`src/rtl/uart_tx_fifo_pkg.sv`:
```
// Shared definitions for the FIFO-draining UART transmitter: FSM state
// encoding, oversampling ratio and the default 100 MHz / 19200 baud divisor.
package uart_tx_fifo_pkg;

   typedef enum logic [1:0] {
      IDLE  = 2'b00,
      START = 2'b01,
      DATA  = 2'b10,
      STOP  = 2'b11
   } tx_state_t;

   localparam int OVERSAMPLE     = 16;
   localparam int DEFAULT_DVSR   = 326;
   localparam int DEFAULT_DVSR_W = 9;

endpackage

```
`src/rtl/baud_gen.sv`:
```
// Free-running oversample tick generator: one s_tick every DVSR clocks.
// Only the global reset restarts it, so the transmitter never re-phases it.
module baud_gen
   import uart_tx_fifo_pkg::*;
#(
   parameter int DVSR   = DEFAULT_DVSR,
   parameter int DVSR_W = DEFAULT_DVSR_W
) (
   input  logic clk,
   input  logic rst,
   output logic s_tick
);

   localparam logic [DVSR_W-1:0] LAST_COUNT = DVSR_W'(DVSR - 1);

   logic [DVSR_W-1:0] count;

   // Modulo-DVSR counter; wraps to zero on the clock where the tick is issued.
   always_ff @(posedge clk or posedge rst) begin
      if (rst) begin
         count <= '0;
      end else if (count == LAST_COUNT) begin
         count <= '0;
      end else begin
         count <= count + 1'b1;
      end
   end

   assign s_tick = (count == LAST_COUNT);

endmodule

```
`src/rtl/uart_tx_fifo.sv`:
```
// UART transmitter that pops bytes from a first-word-fall-through FIFO and
// sends each one as start bit, DBIT data bits LSB-first, then a stop bit.
module uart_tx_fifo
   import uart_tx_fifo_pkg::*;
#(
   parameter int DBIT    = 8,
   parameter int SB_TICK = 16,
   parameter int DVSR    = DEFAULT_DVSR,
   parameter int DVSR_W  = DEFAULT_DVSR_W
) (
   input  logic       clk,
   input  logic       rst,
   input  logic       fifo_empty,
   input  logic [7:0] fifo_rd_data,
   output logic       fifo_rd,
   output logic       tx,
   output logic       tx_busy,
   output logic       tx_done_tick
);

   localparam logic [4:0] LAST_OS_TICK   = 5'(OVERSAMPLE - 1);
   localparam logic [4:0] LAST_STOP_TICK = 5'(SB_TICK - 1);
   localparam logic [2:0] LAST_BIT       = 3'(DBIT - 1);

   tx_state_t       state_reg, state_next;
   logic [4:0]      tick_reg, tick_next;
   logic [2:0]      bit_reg, bit_next;
   logic [DBIT-1:0] shift_reg, shift_next;
   logic            tx_reg, tx_next;
   logic            s_tick;

   baud_gen #(
      .DVSR   (DVSR),
      .DVSR_W (DVSR_W)
   ) u_baud_gen (
      .clk    (clk),
      .rst    (rst),
      .s_tick (s_tick)
   );

   // State and datapath registers; an aborted byte is simply dropped on reset.
   always_ff @(posedge clk or posedge rst) begin
      if (rst) begin
         state_reg <= IDLE;
         tick_reg  <= '0;
         bit_reg   <= '0;
         shift_reg <= '0;
         tx_reg    <= 1'b1;
      end else begin
         state_reg <= state_next;
         tick_reg  <= tick_next;
         bit_reg   <= bit_next;
         shift_reg <= shift_next;
         tx_reg    <= tx_next;
      end
   end

   // Next-state logic; the line level follows the next state so tx changes on the same edge as the FSM.
   always_comb begin
      state_next   = state_reg;
      tick_next    = tick_reg;
      bit_next     = bit_reg;
      shift_next   = shift_reg;
      fifo_rd      = 1'b0;
      tx_done_tick = 1'b0;
      tx_next      = 1'b1;

      unique case (state_reg)
         IDLE: begin
            if (!fifo_empty && !rst) begin
               fifo_rd    = 1'b1;
               shift_next = fifo_rd_data[DBIT-1:0];
               tick_next  = '0;
               state_next = START;
            end
         end
         START: begin
            if (s_tick) begin
               if (tick_reg == LAST_OS_TICK) begin
                  tick_next  = '0;
                  bit_next   = '0;
                  state_next = DATA;
               end else begin
                  tick_next = tick_reg + 5'd1;
               end
            end
         end
         DATA: begin
            if (s_tick) begin
               if (tick_reg == LAST_OS_TICK) begin
                  tick_next  = '0;
                  shift_next = shift_reg >> 1;
                  if (bit_reg == LAST_BIT) begin
                     state_next = STOP;
                  end else begin
                     bit_next = bit_reg + 3'd1;
                  end
               end else begin
                  tick_next = tick_reg + 5'd1;
               end
            end
         end
         STOP: begin
            if (s_tick) begin
               if (tick_reg == LAST_STOP_TICK) begin
                  tx_done_tick = 1'b1;
                  state_next   = IDLE;
               end else begin
                  tick_next = tick_reg + 5'd1;
               end
            end
         end
         default: begin
            state_next = IDLE;
         end
      endcase

      unique case (state_next)
         START:   tx_next = 1'b0;
         DATA:    tx_next = shift_next[0];
         default: tx_next = 1'b1;
      endcase
   end

   assign tx      = tx_reg;
   assign tx_busy = (state_reg != IDLE);

endmodule

```
`config.mk`:
```
export PLATFORM = sky130hd
export DESIGN_NAME = uart_tx_fifo
export DESIGN_NICKNAME = d
export VERILOG_FILES = /design/src/rtl/uart_tx_fifo_pkg.sv /design/src/rtl/baud_gen.sv /design/src/rtl/uart_tx_fifo.sv
export SDC_FILE = /design/constraint.sdc
export NUM_CORES = 1
export LEC_CHECK = 0
export CORE_UTILIZATION = 38
export CTS_CLUSTER_DIAMETER = 80
export CTS_CLUSTER_SIZE = 24
export DETAILED_ROUTE_END_ITERATION = 8
export PLACE_DENSITY = 0.65
export SLEW_MARGIN = 20
export SYNTH_ARGS = -nofsm -noshare
export SYNTH_HDL_FRONTEND = slang
export SYNTH_SLANG_ARGS = --single-unit
```
`constraint.sdc`:
```
create_clock -name clk -period 3.2 [get_ports clk]
set_input_delay 0.32 -clock clk [delete_from_list [all_inputs] [get_ports clk]]
set_output_delay 0.32 -clock clk [all_outputs]
set_load 0.02 [all_outputs]
```
======== Word-level counts from Yosys, hierarchy flattened ========
Cells that the tools add are included.
storage, ports and cells
  flip-flop bits (word level) ............. 28
  latch bits .............................. 0
  RAM bits ................................ 0
  memory bits (read-only) ................. 0
  input bits .............................. 11
  output and inout bits ................... 4
  word-level logic and storage cells ...... 70
  memories ................................ 0
operators by class
  add/subtract/negate cells ............... 3
  $mul .................................... 0
  divide/modulo/power cells ............... 0
  order comparisons ....................... 0
  equality and inequality tests ........... 17
  shift-type cells ........................ 0
  mux-type cells .......................... 32
  bitwise operators ....................... 0
  reduce and logical (&&, ||, !) cells .... 11
operator list
  kind                                            count
  2-to-1 mux 5 bit                                5
  2-to-1 mux 8 bit                                3
  2-to-1 mux 2 bit                                8
  inequality test 2 bit (second input constant)   8
  case mux 8 bit (2 select lines)                 1
  2-to-1 mux 3 bit                                5
  case mux 5 bit (3 select lines)                 1
  adder 9 x 1 -> 9 bit (second input constant)    1
  == test 9 bit (second input constant)           1
  2-to-1 mux 9 bit                                1
  case mux 2 bit (4 select lines)                 1
  AND reduction 4 bit                             2
  == test 2 bit (second input constant)           3
  case mux 3 bit (2 select lines)                 1
  AND reduction 6 bit                             1
  nonzero test 2 bit                              3
  adder 5 x 1 -> 5 bit (second input constant)    1
  == test 5 x 4 -> 1 bit (second input constant)  1
  2-to-1 mux 1 bit                                5
  == test 2 x 1 -> 1 bit (second input constant)  2
  adder 3 x 1 -> 3 bit (second input constant)    1
  == test 3 bit (second input constant)           1
  logical NOT 1 bit                               2
  logical NOT 2 bit                               1
  other kinds (4)                                 4

======== Depth between registers and ports, before layout ========
Gate-level depths: netlist of the first run.
  depth in word-level cells ............... 7
  gate-level depth with buffers ........... 9
  gate-level depth less buffers ........... 8

======== Hierarchy ========
From an unflattened synthesis of the first run, not the netlist that was laid out.
second synthesis, totals
  cells, all modules ...................... 163
  area, all modules ....................... 1602.8 um^2
by module, submodules not included
  module        times used  cells each  area each (um^2)  seq. area each (um^2)
  uart_tx_fifo  1           122         1181.1            476.7
  baud_gen      1           41          421.7             225.2

======== Least setup slack after synthesis of the first run ========
Ideal clock, no wire load.
  path kind ............................... register -> register
  start point ............................. reg tick_reg[0]
  end point ............................... reg tick_reg[2]
  setup time .............................. 127 ps
  arrival ................................. 1762 ps
  data required time ...................... 3073 ps
  path slack .............................. 1310 ps
  cell stages (with the launch flop) ...... 9
  path buffers ............................ 0
  period minus slack after synthesis ...... 1890 ps
  path through ............................ dfrtp_1 ha_1 and3_1 ha_1 inv_1 a31oi_1 or3_1 a21oi_1 o22ai_1
between the ends
  longest elaborated chain between the ends .. 4
  elaborated cells on any way between the ends .. 9
  classes of those cells .................. add/sub: 1; eq/ne: 2; mux: 5; reduce/logical: 1
RTL lines
  element                                                         RTL line                                                     RTL
  from (decl)                                                     uart_tx_fifo.sv:26                                           logic [4:0] tick_reg, tick_next;
  from (signal assigned)                                          uart_tx_fifo.sv:51                                           tick_reg <= tick_next;
  adder 5 x 1 -> 5 bit or == test 5 x 4 -> 1 bit (tied branches)  --
  2-to-1 mux 5 bit (on tied branches)                             uart_tx_fifo.sv:105, uart_tx_fifo.sv:79, uart_tx_fifo.sv:90
  2-to-1 mux 5 bit (on tied branches)                             uart_tx_fifo.sv:104, uart_tx_fifo.sv:89
  case mux 5 bit (3 select lines)                                 uart_tx_fifo.sv:68                                           unique case (state_reg)
Parallel ways exist; a longest one is shown, timed or not. The select of a mux whose other input is x is not followed.
A chain may end at the register's enable or synchronous reset.

======== Final worst setup path of the first run ========
  start point ............................. reg u_baud_gen.count[1]
  end point ............................... out tx_done_tick
between the ends
  longest elaborated chain between the ends .. 3
RTL lines
  element                 RTL line             RTL
  from (decl)             baud_gen.sv:16       logic [DVSR_W-1:0] count;
  from (signal assigned)  baud_gen.sv:25       count <= count + 1'b1;
  == test 9 bit           baud_gen.sv:29       assign s_tick = (count == LAST_COUNT);
  2-to-1 mux 1 bit        uart_tx_fifo.sv:104  if (s_tick) begin
  2-to-1 mux 1 bit        uart_tx_fifo.sv:68
  to (decl)               uart_tx_fifo.sv:18   output logic tx_done_tick
No other way between the ends.

==> run_results.csv, run 1 <==
group,metric,value,unit
die,die_height,68.05,um
yosys,synth.most_common_cell,"dfrtp_1",
hold_path,worstHoldPathType,"primary input to async pin",
power_and_ir_drop,power_leakage,0.8490,nW
sta,fin_crit_sh,82.35,%
grt,antenna_found_initial,0,
yosys,syn_inst,173,
run,maxCapViolCount,0,
drt,drcViolationCount,0,
layout,antennaDiodeCount,0,
yosys,synth_area_per_cell,9.583,sq um
critical_path,rrSetupSlack,1090,ps
drt,drt_iter0_markers,60,
power_and_ir_drop,p_comb_share,3.5,%
critical_path,cpPeakStageDelay,600,ps
yosys,synth_flop_cell,"dfrtp_1",
grt,grt_start_max_net_pins,29,
sta,rsz0062_at_grt,"false",
drt,met3RoutedLength,92,um
drt,wl_met2,1629,um
grt,grt_pass1_vias,1358,
drt,topRoutingLayerUsed,"met4",
drt,m1WireLength,1501,um
layout,regArea,701.9,sq um
clock_network,cts-resized-gates,0,
sta,finalSetupViolCount,0,
power_and_ir_drop,power_frac_clock,42.8,%
clock_network,clk_transition_reported_paths,100,ps
clock_network,clk_latency,280,ps
clock_network,cts_setup_buffers,0,
yosys,ys_seq_elements,28,
clock_network,numCtsBuffers,3,
critical_path,worst_ep_arrival_time,2320,ps
place,gp_congestion,0.8166,
power_and_ir_drop,finalPower,0.6626,mW
sta,finalClockSkew,5.772,ps
grt,grt_pass1_wl,5706,um
drt,routed_via_density,5.453,
sta,max-slew-margin-rel,61.00,%
sta,final.setup.tns,0,ps
yosys,synth_fp_nets,197,
drt,drtAntennaViolNets,0,
die,core,0.004086,sq mm
layout,largest_reg_flops,9,
yosys,synth_edf_count,0,
layout,layout.nets,209,
sta,hold_viol_final,0,
sta,fmaxAchievable,379.5,MHz
power_and_ir_drop,seq_power_share,53.7,%
sta,fin_crit,2635,ps
clock_network,cts_tree,"built",
power_and_ir_drop,internal_power,0.5346,mW
sta,layout_setup_ws,564.9,ps
grt,grt.overflow.total,0,
layout,design_area,0.001887,sq mm
layout,multi_input_area,858.3,sq um
critical_path,ff2ff_path_depth,8,
place,port_buffers,14,
critical_path,crit_type,"flip-flop to output pin",
yosys,synth_warnings,0,
drt,wl_per_cell,13.95,um
sta,tightestPinTransition,584.2,ps
clock_network,cts.htree.levels,1,
die,start_util,40.57,%
drt,firstDrtPassIters,4,
critical_path,cp.required,2880,ps
yosys,yosys-top-cells-count,"27 x dfrtp_1, 19 x nor2_1, 13 x ha_1, 13 x inv_1, 12 x nand2_1",
critical_path,crit_chain,"inv_1, ha_1, and4bb_1, and2_4, and3_1, clkdlybuf4s50_1",
power_and_ir_drop,powerDensity,351.2,mW/mm^2
layout,area.growth.synth_to_final,13.81,%
die,die_area,0.004631,sq mm
clock_network,hold_buffers,0,
yosys,synth_top_cell_by_area,"dfrtp_1",
critical_path,r2r_end,"tick_reg[2]",
run_status,outcome,"complete, no violations",
yosys,synth.area.top_cells,"dfrtp_1 41%, ha_1 9.8%, nor2_1 4.3%, a21oi_1 3.0%, and3_1 3.0%",
critical_path,cp_max_fo,11,
grt,grt_usage,16.48,%
drt,wirelength,3265,um
die,pin_count,15,
yosys,async_reset_ff_share,100.0,%
critical_path,cp-end-kind,"output pin",
critical_path,critical_path.top_delay_family,"simple AND/OR/NAND/NOR gates",
critical_path,startpoint,"u_baud_gen.count[1]",
sta,slew_violations,0,
clock_network,cts_sinks,28,
drt,dr_total_vias,1276,
yosys,synth_top_area_share,40.75,%
yosys,syn_area,0.001658,sq mm
critical_path,r2r_start,"tick_reg[0]",
die,row_count,23,
critical_path,startpoint_type,"flip-flop",
yosys,synth.distinct_cells,41,
place,place_area,0.001815,sq mm
die,chipWidth,68.05,um
place,dp_hpwl,2394,um
yosys,seq_area_frac_synth,42.34,%
power_and_ir_drop,switching_share,19.33,%
clock_network,root_buffer,"clkbuf_8",
critical_path,path_buf_inv,2,
layout,fill_cells,410,
place,pre_cts_slack,875.7,ps
layout,drive_gt1_share,6.522,%
power_and_ir_drop,p_switching,0.1281,mW
power_and_ir_drop,peakVddDrop,198.7,uV
critical_path,cp_slowest_cell,"clkdlybuf4s50_1",
clock_network,cts_buffer_depth,2,
## kinds of logic after synthesis
kind of cell / after synthesis / synth area share, %
buffers and inverters: 21 / 5.887
xor gates and xnor gates: 7 / 3.698
DFF: 28 / 42.34
AOI/OAI and AO/OA: 41 / 17.59
muxes: 1 / 0.6038
adders and majority gates: 13 / 9.812
and+or+nand+nor: 62 / 20.08
## power groups by stage
stage / combinational [mW] / clock, mW / sequential, mW
after global placement: 0.0233 / 0 / 0.363
after floorplan: 0.00815 / 0 / 0.362
after detailed placement: 0.0236 / 0 / 0.363
after CTS: 0.0237 / 0.292 / 0.356
after global routing: 0.0266 / 0.305 / 0.356
final: 0.0229 / 0.284 / 0.356
## layout by cell type (no fill, tap or decap), drive strengths merged, types with 3 or more instances in the layout
master         count
a22o               3
xnor2              4
a21oi             10
clkbuf             3
nor2              19
inv               13
a31oi              6
nand3             10
ha                13
xor2               3
nand2             12
o21ai              6
and3               8
clkdlybuf4s50     14
dfrtp             27
a22oi              7
## routing by layer
| layer | vias up | GRT usage [%] |
|---|---|---|
| met1 | 601 | 20.10 |
| met4 | 0 | 7.813 |
| li1 | 638 | - |
| met2 | 33 | 28.80 |
| met3 | 4 | 1.667 |
| met5 | - | 0 |
## through the flow
step	hold WS, ps	std cells	utilization [%]
after floorplan	384.7	173	-
after global placement	466.5	230	44.43
after detailed placement	464.8	230	44.43
after CTS	481.0	234	46.17
after global routing	503.8	234	46.17
final	467.9	234	46.17
## worst max-delay path by stage
stage / end / depth (start not counted)
2_1_floorplan: tick_reg[2] / 8
3_3_place_gp: fifo_rd / 5
3_5_place_dp: tx_done_tick / 6
4_1_cts: tx_done_tick / 6
5_1_grt: fifo_rd / 5
6_report: tx_done_tick / 6
## final cells by class
type,instances,area share [%]
clock buffers,3,2.188
clock inverters,1,1.592
inverters,14,2.785
multi-input cells,124,45.49
flip-flops and latches,28,37.20
well taps,50,3.316
repair buffers,14,7.427
No activity file was read; power rests on OpenSTA's default activity.
==> run 2, diff against run 1 <==
Settings changed: PLACE_DENSITY 0.65 to 0.67.
Clock period 3.2 ns to 2.3 ns, I/O delays scaled along.
==> run 2 against run 1 <==
Register-to-register slack lost 830 ps. Count of clock-buffer cells in the layout is the same. Routed wire length shrank 3.9%. Final cell count increased by 2.6%. First-iteration DRC count grew 17%. Hold slack lost 110 ps. Critical path depth shrank 1. Critical path type unchanged. Largest power group unchanged. Highest routed layer unchanged.
==> run_results.csv, run 2 (synthesis results as in run 1) <==
group,metric,value,unit
critical_path,path_buf_inv,3,
drt,drt_iter0_markers,70,
critical_path,worst_ep_arrival_time,1930,ps
layout,fill_cells,407,
place,port_buffers,14,
sta,finalClockSkew,6.571,ps
layout,drive_gt1_share,9.474,%
grt,grt_start_max_net_pins,29,
hold_path,worstHoldPathType,"primary input to async pin",
critical_path,cp_max_fo,7,
power_and_ir_drop,internal_power,0.7452,mW
clock_network,cts.htree.levels,1,
sta,max-slew-margin-rel,71.82,%
critical_path,critical_path.top_delay_family,"buffers and inverters",
critical_path,cpPeakStageDelay,610,ps
grt,grt_usage,15.89,%
drt,drcViolationCount,0,
place,place_area,0.001861,sq mm
grt,antenna_found_initial,0,
sta,layout_setup_ws,136.5,ps
sta,rsz0062_at_grt,"false",
die,row_count,23,
drt,wl_per_cell,13.07,um
drt,firstDrtPassIters,4,
die,chipWidth,68.05,um
run_status,outcome,"complete, no violations",
sta,slew_violations,0,
die,die_area,0.004631,sq mm
clock_network,cts_sinks,28,
sta,tightestPinTransition,422.7,ps
clock_network,hold_buffers,0,
power_and_ir_drop,peakVddDrop,284.7,uV
layout,mostFrequentLayoutCell,"dfrtp_1",
power_and_ir_drop,power_frac_clock,43.0,%
sta,fin_crit_sh,94.07,%
clock_network,cts_buffer_depth,2,
critical_path,crit_chain,"inv_1, ha_2, nand2_1, clkinv_1, clkdlybuf4s50_1",
die,start_util,40.57,%
layout,largest_reg_flops,9,
grt,grt_pass1_wl,5540,um
power_and_ir_drop,seq_power_share,53.3,%
critical_path,cp_slowest_cell,"clkdlybuf4s50_1",
place,gp_congestion,0.7693,
drt,wirelength,3137,um
clock_network,root_buffer,"clkbuf_8",
clock_network,clk_transition_reported_paths,100,ps
clock_network,cts_setup_buffers,0,
power_and_ir_drop,powerDensity,480.0,mW/mm^2
place,pre_cts_slack,247.8,ps
sta,fin_crit,2164,ps
sta,finalSetupViolCount,0,
clock_network,clk_latency,280,ps
critical_path,cp-end-kind,"output pin",
sta,hold_viol_final,0,
grt,grt.overflow.total,0,
sta,final.setup.tns,0,ps
drt,drtAntennaViolNets,0,
critical_path,cp.required,2070,ps
power_and_ir_drop,power_leakage,0.8839,nW
drt,dr_total_vias,1279,
die,die_height,68.05,um
layout,layout.nets,215,
layout,antennaDiodeCount,0,
critical_path,crit_type,"flip-flop to output pin",
power_and_ir_drop,switching_share,19.69,%
layout,design_area,0.001933,sq mm
sta,fmaxAchievable,462.2,MHz
layout,area.growth.synth_to_final,16.60,%
run,maxCapViolCount,0,
power_and_ir_drop,p_comb_share,3.6,%
place,dp_hpwl,2249,um
drt,routed_via_density,5.329,
layout,final_cell_mix,"27 x dfrtp_1, 19 x nor2_1, 13 x inv_1, 13 x clkdlybuf4s50_1",
clock_network,cts_tree,"built",
critical_path,startpoint_type,"flip-flop",
sta,whs,355.6,ps
die,pin_count,15,
grt,grt_pass1_vias,1193,
die,core,0.004086,sq mm
power_and_ir_drop,p_switching,0.1827,mW
clock_network,numCtsBuffers,3,
[run 2: changes by cell type in the layout (fill, tap and decap cells not counted), sizes merged]
cell           before  now
buf                 0    6
dlygate4sd2         0    1
clkdlybuf4s50      14   13
[run 2: per-layer routing]
metal	track usage (%)	up-vias	part of all wire, %
met1	20.62	607	51
met2	26.23	23	45
met3	3.500	4	3.0
met4	4.688	0	1.1
met5	0	-	0
li1	-	645	-
[run 2: final cells by class]
class                   instances  area, sq um  share of cell area [%]
multi-input cells             124        860.8                   44.53
flip-flops and latches         28        701.9                   36.31
repair buffers                 20        183.9                   9.515
well taps                      50        62.56                   3.236
inverters                      14        52.55                   2.718
clock buffers                   3        41.29                   2.136
clock inverters                 1        30.03                   1.553
[run 2: stage by stage]
| step | util, % | std cells | power (mW) |
|---|---|---|---|
| final | 47.31 | 240 | 0.9279 |
| after global routing | 47.31 | 240 | 0.9631 |
| after CTS | 47.24 | 240 | 0.9401 |
| after detailed placement | 45.53 | 236 | 0.5393 |
| after global placement | 45.53 | 236 | 0.5386 |
| after floorplan | - | 173 | 0.5155 |
[run 2: what timing repair did]
item / 4_1_cts / 5_1_grt
setup endpoints to repair: 1 / 1
endpoints found under the hold margin: 0 / 0
resized for setup: 1 / 1
[run 2: worst paths after layout]
kind                              startpoint           to  slack [ps]  depth (start not counted)
worst min register to register   tick_reg[3]  tick_reg[3]         490                          1
worst max-delay path            state_reg[0]      fifo_rd         140                          5
min in group clk                 tick_reg[3]  tick_reg[3]         490                          1
worst min-delay path                     rst  tick_reg[2]         360                          3
max in group asynchronous                rst           tx        1630                          3
worst max register to register   tick_reg[0]  tick_reg[2]         260                          8
[run 2: power groups by stage]
stage	sequential [mW]	clock [mW]	combinational [mW]
finish	0.495	0.399	0.0335
global route	0.495	0.430	0.0382
CTS	0.495	0.410	0.0346
detailed placement	0.505	0	0.0346
global placement	0.505	0	0.0341
floorplan	0.504	0	0.0113
[run 2: worst reg2reg max path, cell delays in order (launching register included)]
cell	delay [ps]
dfrtp_1	420
ha_1	230
and3_1	220
ha_1	260
inv_1	70
a31oi_1	110
or3_1	410
a21oi_1	140
o22ai_1	90
==> run 3, diff against run 2 <==
Settings changed: SYNTH_HIERARCHICAL from default to 1.
==> run 3 against run 2 <==
Design area shrank 3.1%. Global-route usage grew 1.1 points. Area after synthesis shrank 3.3%. Clock skew is essentially flat. Hold slack gained 19 ps. Count of clock-buffer cells in the layout grew 1. Sequential cell count is the same. Total power shrank 11%. Critical path depth shrank 1. Clock power shrank 24%. Worst setup slack gained 48 ps. Routed wire length grew 2.8%. Critical path type unchanged.
==> run_results.csv, run 3 <==
group,metric,value,unit
place,place_area,0.001814,sq mm
layout,final_cell_mix,"27 x dfrtp_1, 19 x nand2_1, 13 x inv_1, 13 x ha_1, 13 x clkdlybuf4s50_1",
die,chipWidth,66.95,um
clock_network,cts_tree,"built",
die,pin_count,15,
grt,grt_start_max_net_pins,20,
clock_network,cts.htree.levels,1,
sta,final.setup.tns,0,ps
layout,largest_reg_flops,9,
grt,antenna_found_initial,0,
sta,finalSetupViolCount,0,
clock_network,clk_transition_reported_paths,90,ps
critical_path,crit_chain,"inv_1, ha_1, nor3b_4, clkdlybuf4s50_1",
yosys,synth.area.top_cells,"dfrtp_1 42%, ha_1 10%, nand2_1 4.4%, o21ai_1 3.1%, inv_1 3.0%",
sta,fin_crit,2116,ps
clock_network,root_buffer,"clkbuf_8",
place,port_buffers,14,
drt,drcViolationCount,0,
sta,hold_viol_final,0,
grt,grt_pass1_wl,5706,um
power_and_ir_drop,power_leakage,0.8310,nW
drt,drt_iter0_markers,24,
layout,mostFrequentLayoutCell,"dfrtp_1",
place,dp_hpwl,2445,um
run_status,outcome,"complete, no violations",
critical_path,cp-end-kind,"output pin",
power_and_ir_drop,peakVddDrop,289.9,uV
yosys,ys_seq_elements,28,
power_and_ir_drop,switching_share,19.74,%
layout,layout.nets,207,
yosys,synth.most_common_cell,"dfrtp_1",
yosys,synth_flop_cell,"dfrtp_1",
die,core,0.004029,sq mm
grt,grt_usage,16.99,%
clock_network,numCtsBuffers,3,
power_and_ir_drop,p_switching,0.1623,mW
sta,slew_violations,0,
yosys,synth_warnings,6,
die,die_height,66.95,um
hold_path,worstHoldPathType,"primary input to async pin",
yosys,syn_inst,163,
grt,grt.overflow.total,0,
power_and_ir_drop,seq_power_share,59.8,%
sta,max-slew-margin-rel,50.05,%
layout,regArea,701.9,sq um
clock_network,clk_latency,270,ps
grt,grt_pass1_vias,1234,
yosys,syn_area,0.001603,sq mm
yosys,synth_top_area_share,42.15,%
yosys,synth.distinct_cells,45,
sta,finalClockSkew,6.275,ps
place,gp_congestion,0.8562,
layout,antennaDiodeCount,0,
power_and_ir_drop,finalPower,0.8224,mW
power_and_ir_drop,powerDensity,439.1,mW/mm^2
power_and_ir_drop,power_frac_clock,36.7,%
yosys,synth_edf_count,0,
sta,fin_crit_sh,91.99,%
power_and_ir_drop,internal_power,0.6600,mW
die,die_area,0.004482,sq mm
layout,drive_gt1_share,10.44,%
critical_path,cp_slowest_cell,"clkdlybuf4s50_1",
yosys,synth_area_per_cell,9.833,sq um
drt,wl_per_cell,13.91,um
sta,tightestPinTransition,748.4,ps
layout,design_area,0.001873,sq mm
yosys,synth_fp_nets,187,
clock_network,cts_sinks,28,
critical_path,crit_type,"flip-flop to output pin",
drt,wirelength,3226,um
drt,routed_via_density,5.332,
layout,fill_cells,387,
sta,fmaxAchievable,472.6,MHz
critical_path,cp_max_fo,4,
sta,rsz0062_at_grt,"false",
critical_path,worst_ep_arrival_time,1890,ps
drt,drtAntennaViolNets,0,
clock_network,cts_setup_buffers,0,
critical_path,critical_path.top_delay_family,"buffers and inverters",
power_and_ir_drop,p_comb_share,3.5,%
clock_network,cts_buffer_depth,2,
die,start_util,39.78,%
critical_path,path_buf_inv,2,
run,maxCapViolCount,0,
yosys,seq_area_frac_synth,43.79,%
yosys,async_reset_ff_share,100.0,%
drt,firstDrtPassIters,4,
yosys,synth_top_cell_by_area,"dfrtp_1",
drt,dr_total_vias,1237,
layout,area.growth.synth_to_final,16.86,%
critical_path,startpoint_type,"flip-flop",
layout,multi_input_area,828.3,sq um
yosys,yosys-top-cells-count,"27 x dfrtp_1, 19 x nand2_1, 13 x ha_1, 13 x inv_1, 11 x nor2_1",
critical_path,cpPeakStageDelay,630,ps
die,row_count,23,
critical_path,cp.required,2070,ps
run 3: cell count changes in the layout (fill, tap and decap cells not counted), moves of 5 or more:
cell	before	now
nand2_1	12	19
and3_1	8	2
nand3_1	10	5
o21ai_1	0	10
nor2_1	19	11
a31oi_1	5	0
run 3: timing repair:
item	4_1_cts	5_1_grt
endpoints found under the setup margin	1	10
hold endpoints to repair	0	0
gates resized for setup	1	1
hold buffers	0	0
run 3: worst reg2reg max path: cells and delay by family, from the launching register on:
family                     cells  cell delay [ps]
DFF                            1              430
buffers and inverters          2              250
and+or+nand+nor                2              230
AOI/OAI and AO/OA              2              570
muxes                          1              130
adders and majority gates      2              410
run 3: logic make-up (layout without fill, tap and decap cells):
family / after synthesis / after routing / share of synthesized area [%]
muxes: 2 / 2 / 1.327
buffers and inverters: 17 / 36 / 4.840
DFF: 28 / 28 / 43.79
AOI/OAI and AO/OA: 47 / 47 / 20.92
adders and majority gates: 13 / 13 / 10.15
xor gates and xnor gates: 5 / 5 / 2.733
and+or+nand+nor: 51 / 51 / 16.24
run 3: layer usage:
layer	vias up	part of all wire, %	track usage (%)
li1	610	-	-
met1	608	46	19.96
met2	15	52	31.06
met3	4	1.5	2.740
met4	0	1.2	5.319
met5	-	0	0
run 3: area by class of cell:
class / count / area share (%)
Inverter: 13 / 2.605
Tap cell: 50 / 3.340
Multi-Input combinational cell: 118 / 44.22
Timing Repair Buffer: 19 / 9.419
Clock buffer: 4 / 2.939
Sequential cell: 28 / 37.47
run 3: through the flow:
stage,setup slack (ps),hold WS (ps),std cells,utilization [%]
finish,184.2,374.9,232,46.49
detailed placement,161.8,480.8,228,45.03
CTS,147.0,382.8,232,46.37
global route,28.60,406.7,232,46.49
floorplan,379.3,57.92,163,-
global placement,252.3,468.7,228,45.03
run 3: path summary, 6_finish.rpt:
| path | from | to | slack [ps] | cells past startpoint |
|---|---|---|---|---|
| min in group clk | shift_reg[1] | shift_reg[1] | 500 | 2 |
| min reg2reg | shift_reg[1] | shift_reg[1] | 500 | 2 |
| max reg2reg | tick_reg[0] | tx | 200 | 9 |
| max | state_reg[1] | fifo_rd | 180 | 4 |
| max in group asynchronous | rst | bit_reg[2] | 1290 | 2 |
| min | rst | u_baud_gen/count[2] | 370 | 2 |
run 3: power by group through the flow:
stage / Combinational, mW / Sequential (mW) / Clock (mW)
2_1_floorplan: 0.00755 / 0.502 / 0
3_3_place_gp: 0.0290 / 0.502 / 0
3_5_place_dp: 0.0296 / 0.502 / 0
4_1_cts: 0.0297 / 0.492 / 0.312
5_1_grt: 0.0320 / 0.492 / 0.335
6_report: 0.0289 / 0.492 / 0.302
